$ cat src/rtl/jtag_pkg.sv
// Shared TAP definitions: IEEE 1149.1 state encodings, default opcodes and the
// TAP next-state function.
package jtag_pkg;

    localparam logic [3:0] TAP_EX2DR   = 4'h0;
    localparam logic [3:0] TAP_EX1DR   = 4'h1;
    localparam logic [3:0] TAP_SHDR    = 4'h2;
    localparam logic [3:0] TAP_PAUSEDR = 4'h3;
    localparam logic [3:0] TAP_SELIR   = 4'h4;
    localparam logic [3:0] TAP_UPDDR   = 4'h5;
    localparam logic [3:0] TAP_CAPDR   = 4'h6;
    localparam logic [3:0] TAP_SELDR   = 4'h7;
    localparam logic [3:0] TAP_EX2IR   = 4'h8;
    localparam logic [3:0] TAP_EX1IR   = 4'h9;
    localparam logic [3:0] TAP_SHIR    = 4'hA;
    localparam logic [3:0] TAP_PAUSEIR = 4'hB;
    localparam logic [3:0] TAP_RTI     = 4'hC;
    localparam logic [3:0] TAP_UPDIR   = 4'hD;
    localparam logic [3:0] TAP_CAPIR   = 4'hE;
    localparam logic [3:0] TAP_TLR     = 4'hF;

    typedef enum logic [3:0] {
        ST_EX2DR   = TAP_EX2DR,
        ST_EX1DR   = TAP_EX1DR,
        ST_SHDR    = TAP_SHDR,
        ST_PAUSEDR = TAP_PAUSEDR,
        ST_SELIR   = TAP_SELIR,
        ST_UPDDR   = TAP_UPDDR,
        ST_CAPDR   = TAP_CAPDR,
        ST_SELDR   = TAP_SELDR,
        ST_EX2IR   = TAP_EX2IR,
        ST_EX1IR   = TAP_EX1IR,
        ST_SHIR    = TAP_SHIR,
        ST_PAUSEIR = TAP_PAUSEIR,
        ST_RTI     = TAP_RTI,
        ST_UPDIR   = TAP_UPDIR,
        ST_CAPIR   = TAP_CAPIR,
        ST_TLR     = TAP_TLR
    } tap_state_e;

    localparam logic [3:0] DEFAULT_IR_IDCODE = 4'h1;
    localparam logic [3:0] DEFAULT_IR_USER   = 4'h2;
    localparam logic [3:0] DEFAULT_IR_BYPASS = 4'hF;

    function automatic logic [3:0] tap_next(input logic [3:0] s, input logic tms);
        logic [3:0] n;
        n = TAP_TLR;
        case (s)
            TAP_TLR:     n = tms ? TAP_TLR   : TAP_RTI;
            TAP_RTI:     n = tms ? TAP_SELDR : TAP_RTI;
            TAP_SELDR:   n = tms ? TAP_SELIR : TAP_CAPDR;
            TAP_CAPDR:   n = tms ? TAP_EX1DR : TAP_SHDR;
            TAP_SHDR:    n = tms ? TAP_EX1DR : TAP_SHDR;
            TAP_EX1DR:   n = tms ? TAP_UPDDR : TAP_PAUSEDR;
            TAP_PAUSEDR: n = tms ? TAP_EX2DR : TAP_PAUSEDR;
            TAP_EX2DR:   n = tms ? TAP_UPDDR : TAP_SHDR;
            TAP_UPDDR:   n = tms ? TAP_SELDR : TAP_RTI;
            TAP_SELIR:   n = tms ? TAP_TLR   : TAP_CAPIR;
            TAP_CAPIR:   n = tms ? TAP_EX1IR : TAP_SHIR;
            TAP_SHIR:    n = tms ? TAP_EX1IR : TAP_SHIR;
            TAP_EX1IR:   n = tms ? TAP_UPDIR : TAP_PAUSEIR;
            TAP_PAUSEIR: n = tms ? TAP_EX2IR : TAP_PAUSEIR;
            TAP_EX2IR:   n = tms ? TAP_UPDIR : TAP_SHIR;
            TAP_UPDIR:   n = tms ? TAP_SELDR : TAP_RTI;
            default:     n = TAP_TLR;
        endcase
        return n;
    endfunction

endpackage

$ cat src/rtl/jtag_pin_sync.sv
// Brings the asynchronous TCK/TMS/TDI pins into the clk domain and detects
// TCK edges on the synchronized copy.
module jtag_pin_sync (
    input  logic clk,
    input  logic rst_n,
    input  logic tck_i,
    input  logic tms_i,
    input  logic tdi_i,
    output logic tck_rise_o,
    output logic tck_fall_o,
    output logic tms_s_o,
    output logic tdi_s_o
);

    // Bit order {tdi, tms, tck} in both synchronizer stages.
    logic [2:0] sync1_q;
    logic [2:0] sync2_q;
    logic       tck_prev_q;

    always_ff @(posedge clk or negedge rst_n) begin
        if (!rst_n) begin
            sync1_q    <= '0;
            sync2_q    <= '0;
            tck_prev_q <= 1'b0;
        end else begin
            sync1_q    <= {tdi_i, tms_i, tck_i};
            sync2_q    <= sync1_q;
            tck_prev_q <= sync2_q[0];
        end
    end

    assign tck_rise_o = sync2_q[0] & ~tck_prev_q;
    assign tck_fall_o = ~sync2_q[0] & tck_prev_q;
    assign tms_s_o    = sync2_q[1];
    assign tdi_s_o    = sync2_q[2];

endmodule

$ cat src/rtl/jtag_tap_responder.sv
// Oversampled JTAG TAP: 1149.1 state machine, instruction register and the
// IDCODE / BYPASS / USER data registers, all clocked by the system clock.
module jtag_tap_responder
    import jtag_pkg::*;
#(
    parameter int unsigned         IR_LEN     = 4,
    parameter logic [31:0]         IDCODE_VAL = 32'h1234_5679,
    parameter int unsigned         USER_LEN   = 32,
    parameter logic [IR_LEN-1:0]   IR_IDCODE  = IR_LEN'(DEFAULT_IR_IDCODE),
    parameter logic [IR_LEN-1:0]   IR_USER    = IR_LEN'(DEFAULT_IR_USER),
    parameter logic [IR_LEN-1:0]   IR_BYPASS  = IR_LEN'(DEFAULT_IR_BYPASS)
) (
    input  logic                clk,
    input  logic                rst_n,
    input  logic                jtag_tck,
    input  logic                jtag_tms,
    input  logic                jtag_tdi,
    output logic                jtag_tdo,
    input  logic [USER_LEN-1:0] user_dr_in,
    output logic [USER_LEN-1:0] user_dr_out,
    output logic                user_dr_update,
    output logic [3:0]          tap_state,
    output logic                tap_in_reset
);

    localparam int unsigned       DR_LEN     = (USER_LEN > 32) ? USER_LEN : 32;
    localparam logic [IR_LEN-1:0] IR_CAPTURE = IR_LEN'(1);

    logic tck_rise;
    logic tck_fall;
    logic tms_s;
    logic tdi_s;

    jtag_pin_sync u_pin_sync (
        .clk        (clk),
        .rst_n      (rst_n),
        .tck_i      (jtag_tck),
        .tms_i      (jtag_tms),
        .tdi_i      (jtag_tdi),
        .tck_rise_o (tck_rise),
        .tck_fall_o (tck_fall),
        .tms_s_o    (tms_s),
        .tdi_s_o    (tdi_s)
    );

    logic [3:0]          state_q,    state_d;
    logic [IR_LEN-1:0]   ir_q,       ir_d;
    logic [IR_LEN-1:0]   ir_shift_q, ir_shift_d;
    logic [DR_LEN-1:0]   dr_shift_q, dr_shift_d;
    logic                bypass_q,   bypass_d;
    logic                tdo_q,      tdo_d;
    logic [USER_LEN-1:0] user_out_q, user_out_d;
    logic                upd_q,      upd_d;

    // IR_BYPASS and every unlisted opcode fall through to the bypass bit.
    logic sel_idcode;
    logic sel_user;
    assign sel_idcode = (ir_q == IR_IDCODE);
    assign sel_user   = (ir_q == IR_USER) && (IR_USER != IR_BYPASS);

    always_comb begin
        state_d    = state_q;
        ir_d       = ir_q;
        ir_shift_d = ir_shift_q;
        dr_shift_d = dr_shift_q;
        bypass_d   = bypass_q;
        tdo_d      = tdo_q;
        user_out_d = user_out_q;
        upd_d      = 1'b0;

        if (tck_rise) begin
            // Register actions belong to the state being left on this rise.
            case (state_q)
                TAP_CAPIR: ir_shift_d = IR_CAPTURE;
                TAP_SHIR:  ir_shift_d = {tdi_s, ir_shift_q[IR_LEN-1:1]};
                TAP_UPDIR: ir_d = ir_shift_q;
                TAP_CAPDR: begin
                    if (sel_idcode)    dr_shift_d[31:0] = IDCODE_VAL;
                    else if (sel_user) dr_shift_d[USER_LEN-1:0] = user_dr_in;
                    else               bypass_d = 1'b0;
                end
                TAP_SHDR: begin
                    if (sel_idcode)    dr_shift_d[31:0] = {tdi_s, dr_shift_q[31:1]};
                    else if (sel_user) dr_shift_d[USER_LEN-1:0] = {tdi_s, dr_shift_q[USER_LEN-1:1]};
                    else               bypass_d = tdi_s;
                end
                TAP_UPDDR: begin
                    if (sel_user) begin
                        user_out_d = dr_shift_q[USER_LEN-1:0];
                        upd_d      = 1'b1;
                    end
                end
                default: ;
            endcase

            state_d = tap_next(state_q, tms_s);
            if (state_d == TAP_TLR) ir_d = IR_IDCODE;
        end

        if (tck_fall) begin
            case (state_q)
                TAP_SHIR: tdo_d = ir_shift_q[0];
                TAP_SHDR: tdo_d = (sel_idcode || sel_user) ? dr_shift_q[0] : bypass_q;
                default:  tdo_d = 1'b1;
            endcase
        end
    end

    always_ff @(posedge clk or negedge rst_n) begin
        if (!rst_n) begin
            state_q    <= TAP_TLR;
            ir_q       <= IR_IDCODE;
            ir_shift_q <= '0;
            dr_shift_q <= '0;
            bypass_q   <= 1'b0;
            tdo_q      <= 1'b1;
            user_out_q <= '0;
            upd_q      <= 1'b0;
        end else begin
            state_q    <= state_d;
            ir_q       <= ir_d;
            ir_shift_q <= ir_shift_d;
            dr_shift_q <= dr_shift_d;
            bypass_q   <= bypass_d;
            tdo_q      <= tdo_d;
            user_out_q <= user_out_d;
            upd_q      <= upd_d;
        end
    end

    assign jtag_tdo       = tdo_q;
    assign user_dr_out    = user_out_q;
    assign user_dr_update = upd_q;
    assign tap_state      = state_q;
    assign tap_in_reset   = (state_q == TAP_TLR);

endmodule

$ cat config.mk
export PLATFORM = sky130hd
export DESIGN_NAME = jtag_tap_responder
export DESIGN_NICKNAME = d
export VERILOG_FILES = /design/src/rtl/jtag_pkg.sv /design/src/rtl/jtag_pin_sync.sv /design/src/rtl/jtag_tap_responder.sv
export SDC_FILE = /design/constraint.sdc
export NUM_CORES = 1
export LEC_CHECK = 0
export CAP_MARGIN = 5
export CORE_ASPECT_RATIO = 0.8
export CORE_UTILIZATION = 33
export CTS_CLUSTER_DIAMETER = 150
export DETAILED_ROUTE_END_ITERATION = 16
export PLACE_DENSITY_LB_ADDON = 0.05
export SYNTH_ARGS = -nofsm -noshare
export SYNTH_HDL_FRONTEND = slang
export SYNTH_SLANG_ARGS = --single-unit
export TNS_END_PERCENT = 30
$ cat constraint.sdc
create_clock -name clk -period 2.1 [get_ports clk]
set_input_delay 0.21 -clock clk [delete_from_list [all_inputs] [get_ports clk]]
set_output_delay 0.21 -clock clk [all_outputs]
set_load 0.01 [all_outputs]
# == Word-level counts from Yosys, hierarchy flattened ==
# Index checks and enable logic that the tools add are counted.
# totals
reg_bits,86
out_inout_bits,39
word_cells,84
# classes
eq_ne,24
mux,32
bitwise_logic,4
reduce_logical,13
# op_table
operator,count
$mux W32,4
$pmux W32 S2,1
$pmux W4 S12,1
$eq A4 B4 Y1 const B,9
$eq A4 B3 Y1 const B,4
$mux W4,4
$eq A4 B2 Y1 const B,3
$mux W2,6
$mux W3,4
$mux W1,9
$eq A4 B1 Y1 const B,2
$ne A2 B2 Y1 const B,4
$pmux W4 S2,1
$ne A3 B3 Y1 const B,2
$reduce_and A6 Y1,1
$reduce_bool A2 Y1,3
$logic_not A4 Y1,1
$pmux W1 S2,2
$reduce_and A2 Y1,2
$reduce_and A4 Y1,1
$reduce_or A2 Y1,2
$reduce_and A3 Y1,1
$reduce_or A3 Y1,1
$and A1 B1 Y1,2
other kinds (2),3

# == Logic depth before layout (Yosys ltp) ==
# depth
word_depth,7
ltp_mapped,7
depth_no_buf,4

# == By module ==
# Synthesis repeated with hierarchy kept, for this count alone.
# unflattened
cells_unflattened,305
hier_area_um2,3723.6
# modules_own_cells
mod,instances,cells_per_inst,area_per_inst_um2
jtag_tap_responder,1,296,3533.4
jtag_pin_sync,1,9,190.2

# == Worst setup path after synthesis ==
# Ideal clock, no wire load.
# synth_path
kind,register to register
startpoint,register state_q[1] (netlist: tap_state[1])
endpoint,register user_out_q[0] (netlist: user_dr_out[0])
setup_ps,125
t_arrival_ps,1702
required_time_ps,1975
setup_slack_ps,273
path_stages_with_launch,6
n_path_buf,2
period_less_slack_ps,1827
cell_sequence,dfstp_2 > buf_2 > and4bb_1 > nand4_1 > buf_2 > mux2_2
# synth_via
elab_chain_cells,2
# synth_lines
item,line,rtl
from (decl),jtag_tap_responder.sv:46,"logic [3:0] state_q, state_d;"
from (signal assigned),jtag_tap_responder.sv:120,state_q <= state_d;
$eq A4 B3 Y1,jtag_tap_responder.sv:73,case (state_q)
$reduce_and A3 Y1 (no line),--,
to (signal assigned),jtag_tap_responder.sv:126,user_out_q <= user_out_d;
to (decl),jtag_tap_responder.sv:52,"logic [USER_LEN-1:0] user_out_q, user_out_d;"
# Every way passes these cells.
# A chain may end at the register's enable or synchronous reset.

# == Worst setup path after layout ==
# layout_path
startpoint,register state_q[1] (netlist: tap_state[1])
endpoint,output port tap_in_reset
# layout_via
elab_chain_cells,1
# layout_lines
item,line,rtl
$eq A4 B4 Y1,jtag_tap_responder.sv:135,assign tap_in_reset = (state_q == TAP_TLR);
to (decl),jtag_tap_responder.sv:23,output logic tap_in_reset
# Every way passes these cells.

==> metrics <==
status=completed; met3 Track Usage GR=5.42%; HPWL after DPL=5520 µm; CTS tree=yes; sw frac=32.2%; post-route cell area=5020 µm²; final wirelength=8340 µm; Peak supply drop=0.000557 V; post-layout util=46.1%; Unique masters post-synth=42; final hold violations=0; Post-synth EDFFs=0; H-tree levels=3; Post-synth ARST share=100%; CTS sink cnt=86; CP endpoint kind=output pin; RSZ-0062 raised after global routing=no; num rows=34; PortBufs=75; critical path class=register to output pin; total power=5.47 mW; Area growth syn-to-layout=35.8%; largest cells by area after synthesis=dfrtp_1 (54%), mux2_2 (9.4%), dfstp_2 (4.3%); Inst Count DP=522; crit path max fanout=4; Cell Pwr Density=1090 nW/µm²; DP Area=4690 µm²; Clk pin slew, worst setup/hold paths=0.06 ns; period utilization=95.9%; critical path arrival=1.80 ns; Cells after Synth=311; CP startpoint kind=register; syn nets=348; combinational power share=28.5%; largest area contributor in the netlist=dfrtp_1; layout cell share with drive strength beyond 1=21.0%; Avg Cell Area, Syn=11.9 µm²; Initial Util=33.9%; Max Clock Freq=496 MHz; Ant. Diodes=0; maximum buffer depth of the clock tree=2; antenna-violating nets left=0; gr usage total=15.6%; Die ar.=11600 µm²; max_slew headroom=56.0%; final setup margin=0.0856 ns; vias per inst=4.74; cts bufs inserted=9; post-route insts no fill=544; Yosys top cell area share=54.2%; pin count of the biggest net entering global routing=65; Primary FF master, synth=dfrtp_1; Leak=2.17 nW; skew final=0.00917 ns; gpl congestion=0.730; per-cell routed wire length=15.3 µm; CTS Root Buffer Type=clkbuf_16; synthesized area=3700 µm²; Placeable Area=10900 µm²; Hold Path Class=input pin to register; final-stage net count=432; # IOs=76; total gr overflow=0; Die Wd=120 µm; First-pass DRT Iterations=4; global route hottest layer=met2; Required @ worst endpoint=1.89 ns; sequential-to-total area share from yosys stat=58.4%; P_sw=1.76 mW; max_cap viols=0; Sequential Power Share=43.1%; Worst-Skew Late Latency=0.34 ns; total negative slack=0 ns; Die H=96.7 µm; DRC Markers=0; flop2flop setup slack=0.11 ns; Slew Limit Fails=0; P_int=3.71 mW; global routing met2 resource utilization=22.7%; Worst-Margin Slew=0.656 ns; most common cell in the netlist=dfrtp_1; final hold slack=0.313 ns; commonest cells in the netlist=dfrtp_1 (80), mux2_2 (31), nor2_1 (29), inv_1 (21), a21oi_1 (20); via count=2581; DR iter-0 viols=97; Clock Power Share=28.4%; Seq cells post-synth=86; pre-CTS WS=0.155 ns; Yosys warnings=0; Setup violations, final=0; M1 GR Usage=22.0%; number of global-route vias before repair=2552; antenna violations before repair=0; Tmin final=2.01 ns; first-pass GRT wire length=13800 µm
cell type report:
type / count / area [µm²]
clock buffer: 12 / 236
clock inverter: 4 / 47.5
fill: 1022 / 5870
inverter: 21 / 78.8
multi-input combinational: 181 / 1350
sequential: 86 / 2160
tap: 144 / 180
timing repair buffer: 96 / 971
sequential cells by signal, indices dropped and copies added (netlist names):
register               flops
ir_shift_q                 4
bypass_q                   1
user_dr_update             1
u_pin_sync.sync1_q         3
dr_shift_q                32
u_pin_sync.tck_prev_q      1
user_dr_out               32
u_pin_sync.sync2_q         3
ir_q                       4
tap_state                  4
jtag_tdo                   1
power by group through the flow:
| stage | Combinational [mW] | Sequential, mW | Clock (mW) |
|---|---|---|---|
| after detailed placement | 1.43 | 2.45 | 0 |
| final | 1.56 | 2.36 | 1.55 |
| after global placement | 1.41 | 2.46 | 0 |
| after CTS | 1.55 | 2.37 | 1.61 |
| after global routing | 1.73 | 2.42 | 1.69 |
| after floorplan | 0.989 | 2.32 | 0 |
kinds of logic (layout without fill, tap and decap cells):
| kind of cell | after synthesis | in the layout | share of synthesized area [%] |
|---|---|---|---|
| XOR/XNOR | 1 | 1 | 0.237 |
| buffers and inverters | 44 | 133 | 5.48 |
| flip-flops | 86 | 86 | 58.4 |
| AO/OA/AOI/OAI | 86 | 86 | 16.6 |
| AND/OR/NAND/NOR | 57 | 57 | 8.16 |
| multiplexers | 37 | 37 | 11.1 |
layer usage:
layer | wire length (µm) | up-vias
met5 | 0 | -
met4 | 88 | 0
met2 | 3710 | 55
met1 | 4120 | 1239
met3 | 412 | 8
li1 | - | 1279
worst paths after layout:
path	start	to	depth (start not counted)
max	tap_state[1]$_DFFE_PN1P_	tap_in_reset	4
min	jtag_tck	u_pin_sync.sync1_q[0]$_DFF_PN0_	1
max reg2reg	tap_state[1]$_DFFE_PN1P_	user_dr_out[27]$_DFFE_PN0P_	6
min reg2reg	u_pin_sync.sync1_q[1]$_DFF_PN0_	u_pin_sync.sync2_q[1]$_DFF_PN0_	0
max in group asynchronous	rst_n	tap_state[2]$_DFFE_PN1P_	3
min in group asynchronous	rst_n	user_dr_out[27]$_DFFE_PN0P_	2
worst max-delay path, stage by stage (launching register included):
cell             delay (ns)
dfstp_2                0.55
nand2_1                0.08
nor2_2                 0.17
and2_1                 0.14
clkdlybuf4s50_1        0.53
placed cells by master (no fill, tap or decap), types with 9 or more instances in the layout:
| cell type | n |
|---|---|
| a21oi_1 | 20 |
| mux2_2 | 31 |
| clkdlybuf4s50_1 | 74 |
| buf_4 | 16 |
| nor2_1 | 28 |
| a22oi_1 | 10 |
| o221ai_1 | 14 |
| a22oi_2 | 9 |
| clkbuf_16 | 9 |
| dfrtp_1 | 80 |
| o21ai_0 | 18 |
| inv_1 | 21 |
timing repair:
action	CTS	global route
buffers inserted	3	2
hold buffers	1	0
setup endpoints to repair	1	1
resized for setup	1	0
pin swaps	0	1
endpoints found under the hold margin	42	0
Power figures use the tool's default switching activity.
==> RTL edit 1: new RTL, config.mk and constraints unchanged <==
Add an input register stage for `jtag_tck`, `jtag_tms`, `jtag_tdi` and `user_dr_in`; this delays them by one clock.
--- a/src/rtl/jtag_tap_responder.sv
+++ b/src/rtl/jtag_tap_responder.sv
@@ -27,4 +27,16 @@
     localparam logic [IR_LEN-1:0] IR_CAPTURE = IR_LEN'(1);
 
+    logic jtag_tck_q;
+    logic jtag_tms_q;
+    logic jtag_tdi_q;
+    logic [USER_LEN-1:0] user_dr_q;
+
+    always_ff @(posedge clk) begin
+        jtag_tck_q <= jtag_tck;
+        jtag_tms_q <= jtag_tms;
+        jtag_tdi_q <= jtag_tdi;
+        user_dr_q  <= user_dr_in;
+    end
+
     logic tck_rise;
     logic tck_fall;
@@ -35,7 +47,7 @@
         .clk        (clk),
         .rst_n      (rst_n),
-        .tck_i      (jtag_tck),
-        .tms_i      (jtag_tms),
-        .tdi_i      (jtag_tdi),
+        .tck_i      (jtag_tck_q),
+        .tms_i      (jtag_tms_q),
+        .tdi_i      (jtag_tdi_q),
         .tck_rise_o (tck_rise),
         .tck_fall_o (tck_fall),
@@ -77,5 +89,5 @@
                 TAP_CAPDR: begin
                     if (sel_idcode)    dr_shift_d[31:0] = IDCODE_VAL;
-                    else if (sel_user) dr_shift_d[USER_LEN-1:0] = user_dr_in;
+                    else if (sel_user) dr_shift_d[USER_LEN-1:0] = user_dr_q;
                     else               bypass_d = 1'b0;
                 end
Function: changed (a bounded check fails within 4 cycles, from zero or initial values and one cycle with rst_n low).
==> RTL edit 1 against the original RTL <==
Sequential cell count grew 35. Die area up 21%. Clock power grew 86%. Final cell count is 14% higher. Routed wire length increased by 20%. Total power grew 38%. Maximum frequency rose by 2.9%. Final area increased by 20%. Synthesized area up 21%. Core utilization increased by 0.20 points. Setup slack improved by 57 ps. Critical path depth up 3. Count of clock-buffer cells in the layout up 10.
==> RTL edit 1: results <==
[power]
powerClk_mw = 2.89
power_density_nw_per_um2 = 1250
total_switching_power_mw = 2.175
combinationalPowerShare_pct = 20.2

[synth]
asyncSetResetFlopFracSynth_pct = 71.07
synth.net_count = 381
ys_top_cells_by_area = "sky130_fd_sc_hd__dfrtp_1 (45%), sky130_fd_sc_hd__dfxtp_1 (16%), sky130_fd_sc_hd__mux2_4 (9.7%)"
yosysUniqueCellTypes = 45
netlist_instances = 344
synth.top_cells.by_count = "sky130_fd_sc_hd__dfrtp_1 (80), sky130_fd_sc_hd__nor2_1 (41), sky130_fd_sc_hd__dfxtp_1 (35)"
sequential_element_share_of_the_synthesized_area_pct = 63.93

[grt]
grt_start_max_net_pins = 39
grt_first_pass_wirelength_mm = 16.27
grt_pass1_vias = 2992

[sta]
fin_crit_sh_pct = 93.20
finClkSkew_ps = 4.906
timing.max_slew.rel_slack_pct = 64.74

[die]
floorplan.die.width_um = 132.2

[worst_setup_path]
path_max_fanout = 12
ff2ff_setup_slack_ps = 140
reg2reg_to = "dr_shift_q[13]"
ff2ff_path_depth = 7
timing.rr.start = "tap_state[3]"
arrival_time_at_the_worst_endpoint_ps = 2230

[placed_design]
gp_congestion = 0.7227
worst_setup_slack_post_dpl_ps = 198.9
detailed_place_hpwl_mm = 6.324
placedInstanceArea_um2 = 5389

[layout]
final_util_pct = 46.31
clock_buffer_count_in_the_final_layout = 22
layout.buffer.nonclock.area_share_pct = 15.11
seqAreaFraction_pct = 47.37
nFillCells = 1191
multi_input_cells = 196
count_of_nets_after_finishing = 472
multi_input_area_um2 = 1439
signal_buffers = 93
inverters = 6
post_route_cells_drive_above_1_share_pct = 21.03

[clock_network]
cts_setup_buffers = 7
worstSkewPairLatency_ps = 400
cts-htree-levels = 4
cts_made_buffers = 17

[outcome]
status = "finished clean"

[routing]
route.detailed.vias_per_inst = 4.669
dr_wl_cell_um = 16.13

[min_path]
worst_hold_endpoint = "user_dr_q[20]"
==> RTL edit 1: critical path: stages (launching register included) <==
cell and delay, ps:
sky130_fd_sc_hd__dfstp_4 470, sky130_fd_sc_hd__buf_4 150, sky130_fd_sc_hd__buf_4 180, sky130_fd_sc_hd__nor4b_4 330
sky130_fd_sc_hd__a31oi_2 80, sky130_fd_sc_hd__buf_4 200, sky130_fd_sc_hd__a221oi_1 350, sky130_fd_sc_hd__nor2_1 70
==> RTL edit 1: kinds of logic after synthesis <==
logic type	synth area share, %
AO/OA/AOI/OAI	11.27
XOR/XNOR	0.1958
buffers and inverters	4.027
flip-flops	63.93
multiplexers	10.71
AND/OR/NAND/NOR	9.872
==> RTL edit 1: layer usage <==
layer / track usage (%) / share of wire, % / up-vias
li1: - / - / 1414
met1: 21.54 / 50 / 1412
met2: 22.41 / 45 / 70
met3: 4.196 / 4.1 / 8
met4: 7.553 / 1.2 / 0
met5: 0 / 0 / -
==> RTL edit 2: new RTL, same flow settings <==
Without the edit above. The parameter `IR_LEN` goes from 4 to 8.
--- a/src/rtl/jtag_tap_responder.sv
+++ b/src/rtl/jtag_tap_responder.sv
@@ -4,5 +4,5 @@
     import jtag_pkg::*;
 #(
-    parameter int unsigned         IR_LEN     = 4,
+    parameter int unsigned         IR_LEN     = 8,
     parameter logic [31:0]         IDCODE_VAL = 32'h1234_5679,
     parameter int unsigned         USER_LEN   = 32,
Formal check against the unedited RTL: same outputs for any inputs over 10 cycles, from zero or initial values and one cycle with rst_n low; that may be too few to reach the edited logic, so the function may still have changed.
==> RTL edit 2 against the original RTL <==
Highest routed layer unchanged. Largest cell class unchanged. Critical path depth up 2. Die area up 11%. Via count up 8.3%. Final area up 11%. Final cell count up 5.5%. Sequential cell count up 8. Setup slack worse by 8.6 ps. Sequential share of layout area down 0.44 points. Total power up 11%. Hold slack better by 1.2 ps. Routed wire length up 12%. Synthesized area up 11%.
==> RTL edit 2: results <==
[outcome]
status = "finished clean"

[sta]
finClkSkew_ps = 9.351
holdWs_ps = 314.2
timing.max_slew.rel_slack_pct = 63.02

[clock_network]
clock_tree.buffer_depth = 2
clockRootBuffer = "sky130_fd_sc_hd__clkbuf_16"
cts_made_buffers = 9
clk_transition_reported_paths_ps = 70
cts-htree-levels = 3
worstSkewPairLatency_ps = 340

[worst_setup_path]
timing_worst_setup_path_type = "flop to flop"
ff2ff_setup_slack_ps = 80
arrival_time_at_the_worst_endpoint_ps = 2240
critical_path.max_stage_delay_ps = 510
crit_family = "simple AND/OR/NAND/NOR gates"
path_max_fanout = 17
worst_path_max_delay_cell = "sky130_fd_sc_hd__or4b_4"

[grt]
grt_first_pass_wirelength_mm = 15.48
grt_start_max_net_pins = 41
grt_pass1_vias = 2889
groute.usage.overall_pct = 15.78
antenna_found_initial = 0

[placed_design]
portBuffers = 75
detailed_place_hpwl_mm = 6.332
placed_cells = 554
gp_congestion = 0.7369
placedInstanceArea_um2 = 5186

[min_path]
hold_path_class = "input port to flop"

[routing]
routed-via-count = 2794
dr_wl_cell_um = 16.30
dr.first_iter.drc_count = 114
drt_wl_total_mm = 9.356
number_of_detailed_route_iterations_in_the_first_pass = 6

[power]
vdd_ir_drop_max_uv = 407.3
total_switching_power_mw = 1.832
power_leakage_nw = 2.635

[synth]
sequential_element_share_of_the_synthesized_area_pct = 57.31
synth.net_count = 362
synth-main-ff-cell = "sky130_fd_sc_hd__dfrtp_1"
netlist_instances = 325
synth.top_cells.by_count = "sky130_fd_sc_hd__dfrtp_1 (88), sky130_fd_sc_hd__mux2_1 (32), sky130_fd_sc_hd__mux2i_1 (23)"
asyncSetResetFlopFracSynth_pct = 100.0
yosysUniqueCellTypes = 42
ys_top_cells_by_area = "sky130_fd_sc_hd__dfrtp_1 (53%), sky130_fd_sc_hd__mux2_1 (8.8%), sky130_fd_sc_hd__mux2i_1 (5.6%)"
yosysWarningCount = 0

[layout]
count_of_nets_after_finishing = 454
post_route_cells_drive_above_1_share_pct = 16.59
antennaDiodeCount = 0
-- RTL edit 2: worst reg2reg max path, cell delays in order (launching register included) --
cell and delay [ps]:
sky130_fd_sc_hd__dfstp_4 470, sky130_fd_sc_hd__buf_4 170, sky130_fd_sc_hd__or4b_4 510, sky130_fd_sc_hd__o21a_1 150, sky130_fd_sc_hd__buf_12 160, sky130_fd_sc_hd__a22o_1 190
sky130_fd_sc_hd__mux2_4 250
-- RTL edit 2: layout make-up --
type	instances	area [µm²]
fill	1148	6610
sequential	94	2364
multi-input combinational	193	1595
timing repair buffer	101	1011
clock buffer	11	242.7
tap	152	190.2
clock inverter	5	81.33
inverter	18	67.56
-- RTL edit 2: kinds of logic after synthesis --
family          synth area share [%]
xor+xnor                      0.2127
simple gates                   8.691
compound gates                 9.207
buf+inv                        4.406
mux                            20.18
flops                          57.31
-- RTL edit 2: worst paths after layout --
| path | startpoint | end | depth (start not counted) |
|---|---|---|---|
| setup / recovery | tap_state[0] | dr_shift_q[17] | 6 |
| hold / removal | jtag_tms | u_pin_sync.sync1_q[1] | 1 |
| setup reg to reg | tap_state[0] | dr_shift_q[17] | 6 |
| hold reg to reg | u_pin_sync.sync1_q[2] | u_pin_sync.sync2_q[2] | 0 |
| max in group asynchronous | rst_n | tap_state[2] | 3 |
| min in group asynchronous | rst_n | u_pin_sync.tck_prev_q | 2 |
-- RTL edit 2: timing repair --
| action | in CTS | in global routing |
|---|---|---|
| setup buffers | 3 | 0 |
| resized for setup | 3 | 1 |
| hold buffers | 1 | 0 |
| setup endpoints to repair | 1 | 1 |
| hold endpoints to repair | 35 | 0 |
-- RTL edit 2: routing by layer --
metal,up-vias,GRT usage (%),wire (µm)
met5,-,0,0
met4,0,5.495,115
met3,9,4.555,454
met2,68,22.61,3916
met1,1376,22.72,4869
li1,1341,-,-
-- RTL edit 2: metrics by stage --
stage	worst slack [ps]	total power [mW]
4_1_cts	59.99	6.176
3_5_place_dp	141.7	4.315
3_3_place_gp	160.7	4.297
5_1_grt	13.36	6.462
6_report	77.03	6.087
2_1_floorplan	58.77	3.592
-- RTL edit 2: power by group through the flow --
stage	clock [mW]	sequential (mW)	combinational (mW)
detailed placement	0	2.59	1.72
CTS	1.83	2.52	1.83
global placement	0	2.60	1.70
global route	1.90	2.57	1.99
finish	1.77	2.51	1.81
floorplan	0	2.45	1.14
